File: src/rtl/xt_bus_pkg.sv
// Shared definitions for the XT peripheral-side bus blocks.
//
// Contents:
//   xt_target_state_t : I/O responder transaction state (IDLE, ACCESS, DONE)
//   XT_IO_ADDR_BITS   : number of address bits decoded for I/O ports
//   XT_FLOAT_DATA     : value returned when the backend never answers (floating bus)
package xt_bus_pkg;

   typedef enum logic [1:0] {
      IDLE   = 2'd0,
      ACCESS = 2'd1,
      DONE   = 2'd2
   } xt_target_state_t;

   localparam int unsigned XT_IO_ADDR_BITS = 10;
   localparam logic [7:0]  XT_FLOAT_DATA   = 8'hFF;

endpackage

File: src/rtl/xt_io_target.sv
// XT I/O-channel responder.
//
// Decodes CPU I/O read/write strobes that hit a 2**IO_SIZE_LOG2 port window at IO_BASE and
// turns each strobe assertion into exactly one request/acknowledge transaction toward a
// simple register backend. While the backend works, io_channel_ready is held low to stretch
// the bus cycle; a missing acknowledge is cut off after TIMEOUT cycles.
//
// Ports:
//   clock, reset          : single clock, synchronous active-high reset
//   address               : bus address, bits [9:0] decoded
//   internal_data_bus     : write data from the bus
//   io_read_n, io_write_n : I/O strobes, active low
//   address_enable_n      : low for CPU cycles, high for DMA (ignored)
//   io_channel_ready      : low inserts wait states (combinational)
//   data_bus_out          : read data toward the chipset data mux
//   data_bus_out_enable   : data_bus_out must drive the bus
//   req_valid/req_write/req_offset/req_wdata : backend request
//   req_ack, req_rdata    : backend completion and read data
//   timeout_pulse         : one-cycle flag for a forced completion
module xt_io_target
   import xt_bus_pkg::*;
#(
   parameter logic [XT_IO_ADDR_BITS-1:0] IO_BASE      = 10'h300,
   parameter int unsigned                IO_SIZE_LOG2 = 3,
   parameter int unsigned                TIMEOUT      = 15
) (
   input  logic                    clock,
   input  logic                    reset,
   input  logic [19:0]             address,
   input  logic [7:0]              internal_data_bus,
   input  logic                    io_read_n,
   input  logic                    io_write_n,
   input  logic                    address_enable_n,
   output logic                    io_channel_ready,
   output logic [7:0]              data_bus_out,
   output logic                    data_bus_out_enable,
   output logic                    req_valid,
   output logic                    req_write,
   output logic [IO_SIZE_LOG2-1:0] req_offset,
   output logic [7:0]              req_wdata,
   input  logic                    req_ack,
   input  logic [7:0]              req_rdata,
   output logic                    timeout_pulse
);

   localparam logic [7:0] TimeoutCnt = 8'(TIMEOUT);

   xt_target_state_t state_q, state_d;

   logic                    rd_q, wr_q;
   logic                    armed_q, armed_d;
   logic [7:0]              cnt_q, cnt_d;
   logic                    req_valid_q, req_valid_d;
   logic                    req_write_q, req_write_d;
   logic [IO_SIZE_LOG2-1:0] req_offset_q, req_offset_d;
   logic [7:0]              req_wdata_q, req_wdata_d;
   logic [7:0]              dbo_q, dbo_d;
   logic                    tpulse_q, tpulse_d;

   logic       hit;
   logic       rd_fall, wr_fall;
   logic       start;
   logic [7:0] cnt_inc;
   logic       tmo_hit;

   // Upper address bits are not part of I/O decoding.
   logic unused_addr;
   assign unused_addr = ^address[19:XT_IO_ADDR_BITS];

   // ---------------------------------------------------------------------------------------
   // Decode
   // ---------------------------------------------------------------------------------------
   assign hit = ~address_enable_n &&
                (address[XT_IO_ADDR_BITS-1:IO_SIZE_LOG2] ==
                 IO_BASE[XT_IO_ADDR_BITS-1:IO_SIZE_LOG2]);

   assign rd_fall = ~io_read_n & rd_q;
   assign wr_fall = ~io_write_n & wr_q;

   // A strobe that was already low when reset was applied must be released before it can
   // start a cycle; armed_q tracks that both strobes have been seen high since reset.
   assign start = hit && armed_q &&
                  ((rd_fall && io_write_n) || (wr_fall && io_read_n));

   assign cnt_inc = cnt_q + 8'd1;
   assign tmo_hit = (cnt_inc == TimeoutCnt);

   // ---------------------------------------------------------------------------------------
   // FSM: state register
   // ---------------------------------------------------------------------------------------
   always_ff @(posedge clock) begin
      if (reset) begin
         state_q <= IDLE;
      end else begin
         state_q <= state_d;
      end
   end

   // ---------------------------------------------------------------------------------------
   // FSM: next state
   // ---------------------------------------------------------------------------------------
   always_comb begin
      state_d = state_q;
      unique case (state_q)
         IDLE: begin
            if (start) state_d = ACCESS;
         end
         ACCESS: begin
            if (req_ack || tmo_hit) state_d = DONE;
         end
         DONE: begin
            // Wait for both strobes high so a held strobe cannot retrigger.
            if (io_read_n && io_write_n) state_d = IDLE;
         end
         default: state_d = IDLE;
      endcase
   end

   // ---------------------------------------------------------------------------------------
   // FSM: outputs
   // ---------------------------------------------------------------------------------------
   always_comb begin
      io_channel_ready    = 1'b1;
      data_bus_out_enable = 1'b0;
      unique case (state_q)
         IDLE:    io_channel_ready = ~start;
         ACCESS:  io_channel_ready = 1'b0;
         DONE:    data_bus_out_enable = ~req_write_q & ~io_read_n;
         default: io_channel_ready = 1'b1;
      endcase
   end

   // ---------------------------------------------------------------------------------------
   // Request / response datapath
   // ---------------------------------------------------------------------------------------
   always_comb begin
      armed_d      = armed_q | (io_read_n & io_write_n);
      cnt_d        = cnt_q;
      req_valid_d  = req_valid_q;
      req_write_d  = req_write_q;
      req_offset_d = req_offset_q;
      req_wdata_d  = req_wdata_q;
      dbo_d        = dbo_q;
      tpulse_d     = 1'b0;

      unique case (state_q)
         IDLE: begin
            if (start) begin
               req_valid_d  = 1'b1;
               req_write_d  = ~io_write_n;
               req_offset_d = address[IO_SIZE_LOG2-1:0];
               req_wdata_d  = internal_data_bus;
               cnt_d        = 8'd0;
            end
         end
         ACCESS: begin
            cnt_d = cnt_inc;
            // Ack takes priority over a timeout landing in the same cycle.
            if (req_ack) begin
               req_valid_d = 1'b0;
               if (!req_write_q) dbo_d = req_rdata;
            end else if (tmo_hit) begin
               req_valid_d = 1'b0;
               dbo_d       = XT_FLOAT_DATA;
               tpulse_d    = 1'b1;
            end
         end
         DONE: begin
            cnt_d = cnt_q;
         end
         default: begin
            req_valid_d = 1'b0;
         end
      endcase
   end

   always_ff @(posedge clock) begin
      if (reset) begin
         rd_q         <= 1'b1;
         wr_q         <= 1'b1;
         armed_q      <= 1'b0;
         cnt_q        <= 8'd0;
         req_valid_q  <= 1'b0;
         req_write_q  <= 1'b0;
         req_offset_q <= '0;
         req_wdata_q  <= 8'd0;
         dbo_q        <= 8'd0;
         tpulse_q     <= 1'b0;
      end else begin
         rd_q         <= io_read_n;
         wr_q         <= io_write_n;
         armed_q      <= armed_d;
         cnt_q        <= cnt_d;
         req_valid_q  <= req_valid_d;
         req_write_q  <= req_write_d;
         req_offset_q <= req_offset_d;
         req_wdata_q  <= req_wdata_d;
         dbo_q        <= dbo_d;
         tpulse_q     <= tpulse_d;
      end
   end

   assign req_valid     = req_valid_q;
   assign req_write     = req_write_q;
   assign req_offset    = req_offset_q;
   assign req_wdata     = req_wdata_q;
   assign data_bus_out  = dbo_q;
   assign timeout_pulse = tpulse_q;

endmodule
File: config.mk
export PLATFORM = sky130hd
export DESIGN_NAME = xt_io_target
export DESIGN_NICKNAME = d
export VERILOG_FILES = /design/src/rtl/xt_bus_pkg.sv /design/src/rtl/xt_io_target.sv
export SDC_FILE = /design/constraint.sdc
export NUM_CORES = 1
export LEC_CHECK = 0
export ABC_CLOCK_PERIOD_IN_PS = 2500
export CAP_MARGIN = 15
export CORE_AREA = 3 3 43 84
export CTS_BUF_LIST = sky130_fd_sc_hd__clkbuf_4
export CTS_CLUSTER_DIAMETER = 120
export CTS_CLUSTER_SIZE = 25
export DETAILED_ROUTE_END_ITERATION = 8
export DIE_AREA = 0 0 46 87
export DONT_BUFFER_PORTS = 1
export GPL_ROUTABILITY_DRIVEN = 1
export SYNTH_ARGS = -nofsm -noshare
export SYNTH_HDL_FRONTEND = slang
export SYNTH_SLANG_ARGS = --single-unit
File: constraint.sdc
create_clock -name clock -period 2.5 [get_ports clock]
set_clock_uncertainty 0.05 [all_clocks]
set_input_delay 0.5 -clock clock [delete_from_list [all_inputs] [get_ports clock]]
set_output_delay 0.5 -clock clock [all_outputs]
set_load 0.005 [all_outputs]
==> results.py <==
metrics = {
    "outcome": {
        "run_status": "complete, no violations",
    },
    "synth": {
        "syn_nets": 227,
        "yosysSeqAreaShare_pct": 46.13,
        "ys.flop_type": "dfxtp_1",
        "post_synth_num_cell_types": 41,
        "synth_edf_count": 0,
        "async_flop_share_pct": 0,
        "postSynthCellCount": 183,
        "synth_area_sq_mm": 0.001519,
        "synth_area_per_cell_sq_um": 8.300,
        "synth_warnings": 0,
        "ys_ff_latch": 35,
    },
    "timing": {
        "period_share_pct": 84.43,
        "setup-violations-final": 0,
        "slew_viol_final": 0,
        "hold_violations": 0,
        "max_freq_mhz": 473.8,
        "worstMarginPinSlew_ns": 0.5024,
        "relSlewSlack_pct": 66.36,
        "min_period_ns": 2.111,
        "setup_tns_ns": 0,
        "rsz0062_at_grt": "no",
        "worst_slack_ns": 0.3893,
    },
    "setup_path": {
        "crit_required_ns": 1.95,
        "critPathMaxStageDelay_ns": 0.41,
        "path_delay_family": "simple AND/OR/NAND/NOR gates",
        "worstSetupEndpoint": "io_channel_ready",
        "cp.depth": 5,
        "ff2ff_path_depth": 6,
        "crit_chain": "or3b_1 > nor4_4 > nor2_1 > nor2_4 > inv_2",
        "critPathKind": "input port to output port",
        "endpoint_kind": "output port",
        "crit_fanout": 5,
        "path_buf_inv": 1,
        "r2r_end": "data_bus_out[5]",
        "crit_slowest_cell": "or3b_1",
        "crit_arrival_ns": 1.56,
        "worstReg2RegStart": "cnt_q[0]",
        "critPathLaunch": "address[6]",
        "r2r_slack_ns": 0.48,
        "startpoint_type": "input port",
    },
    "pwr": {
        "p_int_uw": 771.7,
        "p_sw_uw": 185.2,
        "p_per_area_mw_per_mm2": 599.4,
        "switching_share_pct": 19.35,
        "comb_power_share_pct": 1.1,
        "p_clk_share_pct": 40.3,
        "max-vdd-ir-drop_uv": 376.0,
        "p_leak_uw": 0.0005237,
        "p_seq_share_pct": 58.7,
    },
    "floorplanning": {
        "ios": 66,
        "die_area_sq_mm": 0.004002,
        "start_util_pct": 50.42,
        "die_h_microns": 87,
        "rows": 28,
        "die_w_microns": 46,
        "core_area_sq_mm": 0.003013,
    },
    "placement": {
        "gp_congestion": 0.7737,
        "pre_cts_ws_ns": 0.3767,
        "port_buffers": 0,
        "hpwl_mm": 2.442,
    },
    "global_routing": {
        "antenna_found_initial": 0,
        "grt_overflow": 0,
        "grt.total_usage_pct": 17.64,
        "grt_max_degree": 37,
        "grt_pass1_vias": 1214,
        "grt_pass1_wl_mm": 5.306,
    },
    "run": {
        "drv_cap": 0,
    },
    "cts": {
        "cts_tree": "done",
        "cts_root_buffer": "clkbuf_4",
        "clk_latency_ns": 0.33,
        "clk_pin_slew_ns": 0.11,
        "post_cts_resized": 0,
        "cts.sinks": 35,
        "clockBufferDepth": 2,
        "numCtsBuffers": 5,
        "cts_setup_buffers": 0,
        "holdBufCountCts": 0,
        "cts.htree.levels": 2,
    },
    "worst_hold_path": {
        "min_path_type": "input port to flop",
        "min_from": "reset",
        "hold_depth": 1,
    },
    "finish": {
        "layout-drive-gt1-share_pct": 9.290,
        "mostFrequentLayoutCells": "dfxtp_1, nor2_1, nand2_1",
        "diodes": 0,
        "nNetsFinal": 226,
        "area_growth_pct": 5.107,
        "multi_input_area_sq_um": 763.2,
        "final.fill_count": 308,
        "regArea_sq_um": 700.7,
        "layout_commonest_cell": "dfxtp_1",
    },
    "routing": {
        "first_pass_iters": 4,
        "drt_wl_total_mm": 3.297,
        "dr_total_vias": 1246,
        "wire_per_inst_microns": 15.48,
        "drt_iter0_drc": 24,
        "drcViolationCount": 0,
        "detail-route-antenna-nets": 0,
        "viasPerCell": 5.850,
    },
}
==> worst reg2reg max path, stage by stage (launching register included) <==
cell      delay (ns)
dfxtp_1         0.45
ha_1            0.26
xor2_1          0.16
nand3b_1        0.10
nor4_2          0.36
nand3_2         0.28
a211oi_1        0.29
==> kinds of logic (layout without fill, tap and decap cells) <==
logic type,after synthesis,count (layout),synth area share (%)
flip-flops,35,35,46.13
AO/OA/AOI/OAI,42,42,17.30
adder cells (fa/ha/maj),2,2,1.647
XOR/XNOR,4,4,2.307
AND/OR/NAND/NOR,88,88,28.99
buffers and inverters,12,12,3.624
==> Yosys cell counts (2+ instances only) <==
cell,number,area [sq um]
nor2_1,33,123.9
o21ai_0,3,15.01
a21oi_1,19,95.09
nand3b_1,2,15.01
dfxtp_1,35,700.7
a311oi_1,4,35.03
nand4_1,2,12.51
a211oi_1,8,60.06
a22oi_1,2,15.01
nand2_1,29,108.9
inv_1,2,7.510
and2_1,2,12.51
a31oi_1,2,12.51
clkbuf_1,5,18.77
ha_1,2,25.02
or2_2,2,12.51
xor2_1,3,26.28
nand2b_1,2,12.51
nand3_1,3,15.01
buf_2,2,10.01
==> state kept, by name (all words and copies together) (netlist names), 2 cells and up <==
name and flops:
cnt_q 8, data_bus_out 8, req_wdata 8, req_offset 3
state_q 2
==> metrics by stage <==
stage	cells	cell area [sq um]	hold WS [ns]	power (uW)	util (%)
5_1_grt	213	1597	0.1497	1007	52.99
3_5_place_dp	205	1520	0.4060	584.4	50.46
3_3_place_gp	205	1520	0.4021	583.9	50.46
2_1_floorplan	183	1519	0.3866	590.5	-
4_1_cts	213	1597	0.1602	975.6	52.99
6_report	213	1597	0.1861	956.9	52.99
==> power groups by stage <==
stage | sequential, uW | clock (uW) | combinational, uW
2_1_floorplan | 574 | 0 | 16.7
3_3_place_gp | 574 | 0 | 9.94
3_5_place_dp | 574 | 0 | 10.3
4_1_cts | 561 | 404 | 10.4
5_1_grt | 562 | 434 | 11.4
6_report | 561 | 385 | 10.3
==> final cells by class <==
cell class	instances	share of cell area [%]
Multi-Input combinational cell	136	47.81
Sequential cell	35	43.89
Clock inverter	3	2.429
Clock buffer	5	2.351
Tap cell	30	2.351
Inverter	3	0.7053
Timing Repair Buffer	1	0.4702
==> per-layer routing <==
| layer | wire length [microns] | vias to the layer above | track usage, % |
|---|---|---|---|
| met3 | 160 | 5 | 4.555 |
| met5 | 0 | - | 0 |
| met4 | 56 | 0 | 6.995 |
| met2 | 1931 | 31 | 32.29 |
| li1 | - | 625 | - |
| met1 | 1148 | 585 | 17.53 |
==> worst min path at each step <==
stage | end | slack (ns)
after global routing | req_wdata[1] | 0.15
final | req_offset[2] | 0.19
after floorplan | armed_q | 0.39
after CTS | req_wdata[1] | 0.16
after detailed placement | req_offset[1] | 0.41
after global placement | req_offset[2] | 0.40
Power figures use the tool's default switching activity.
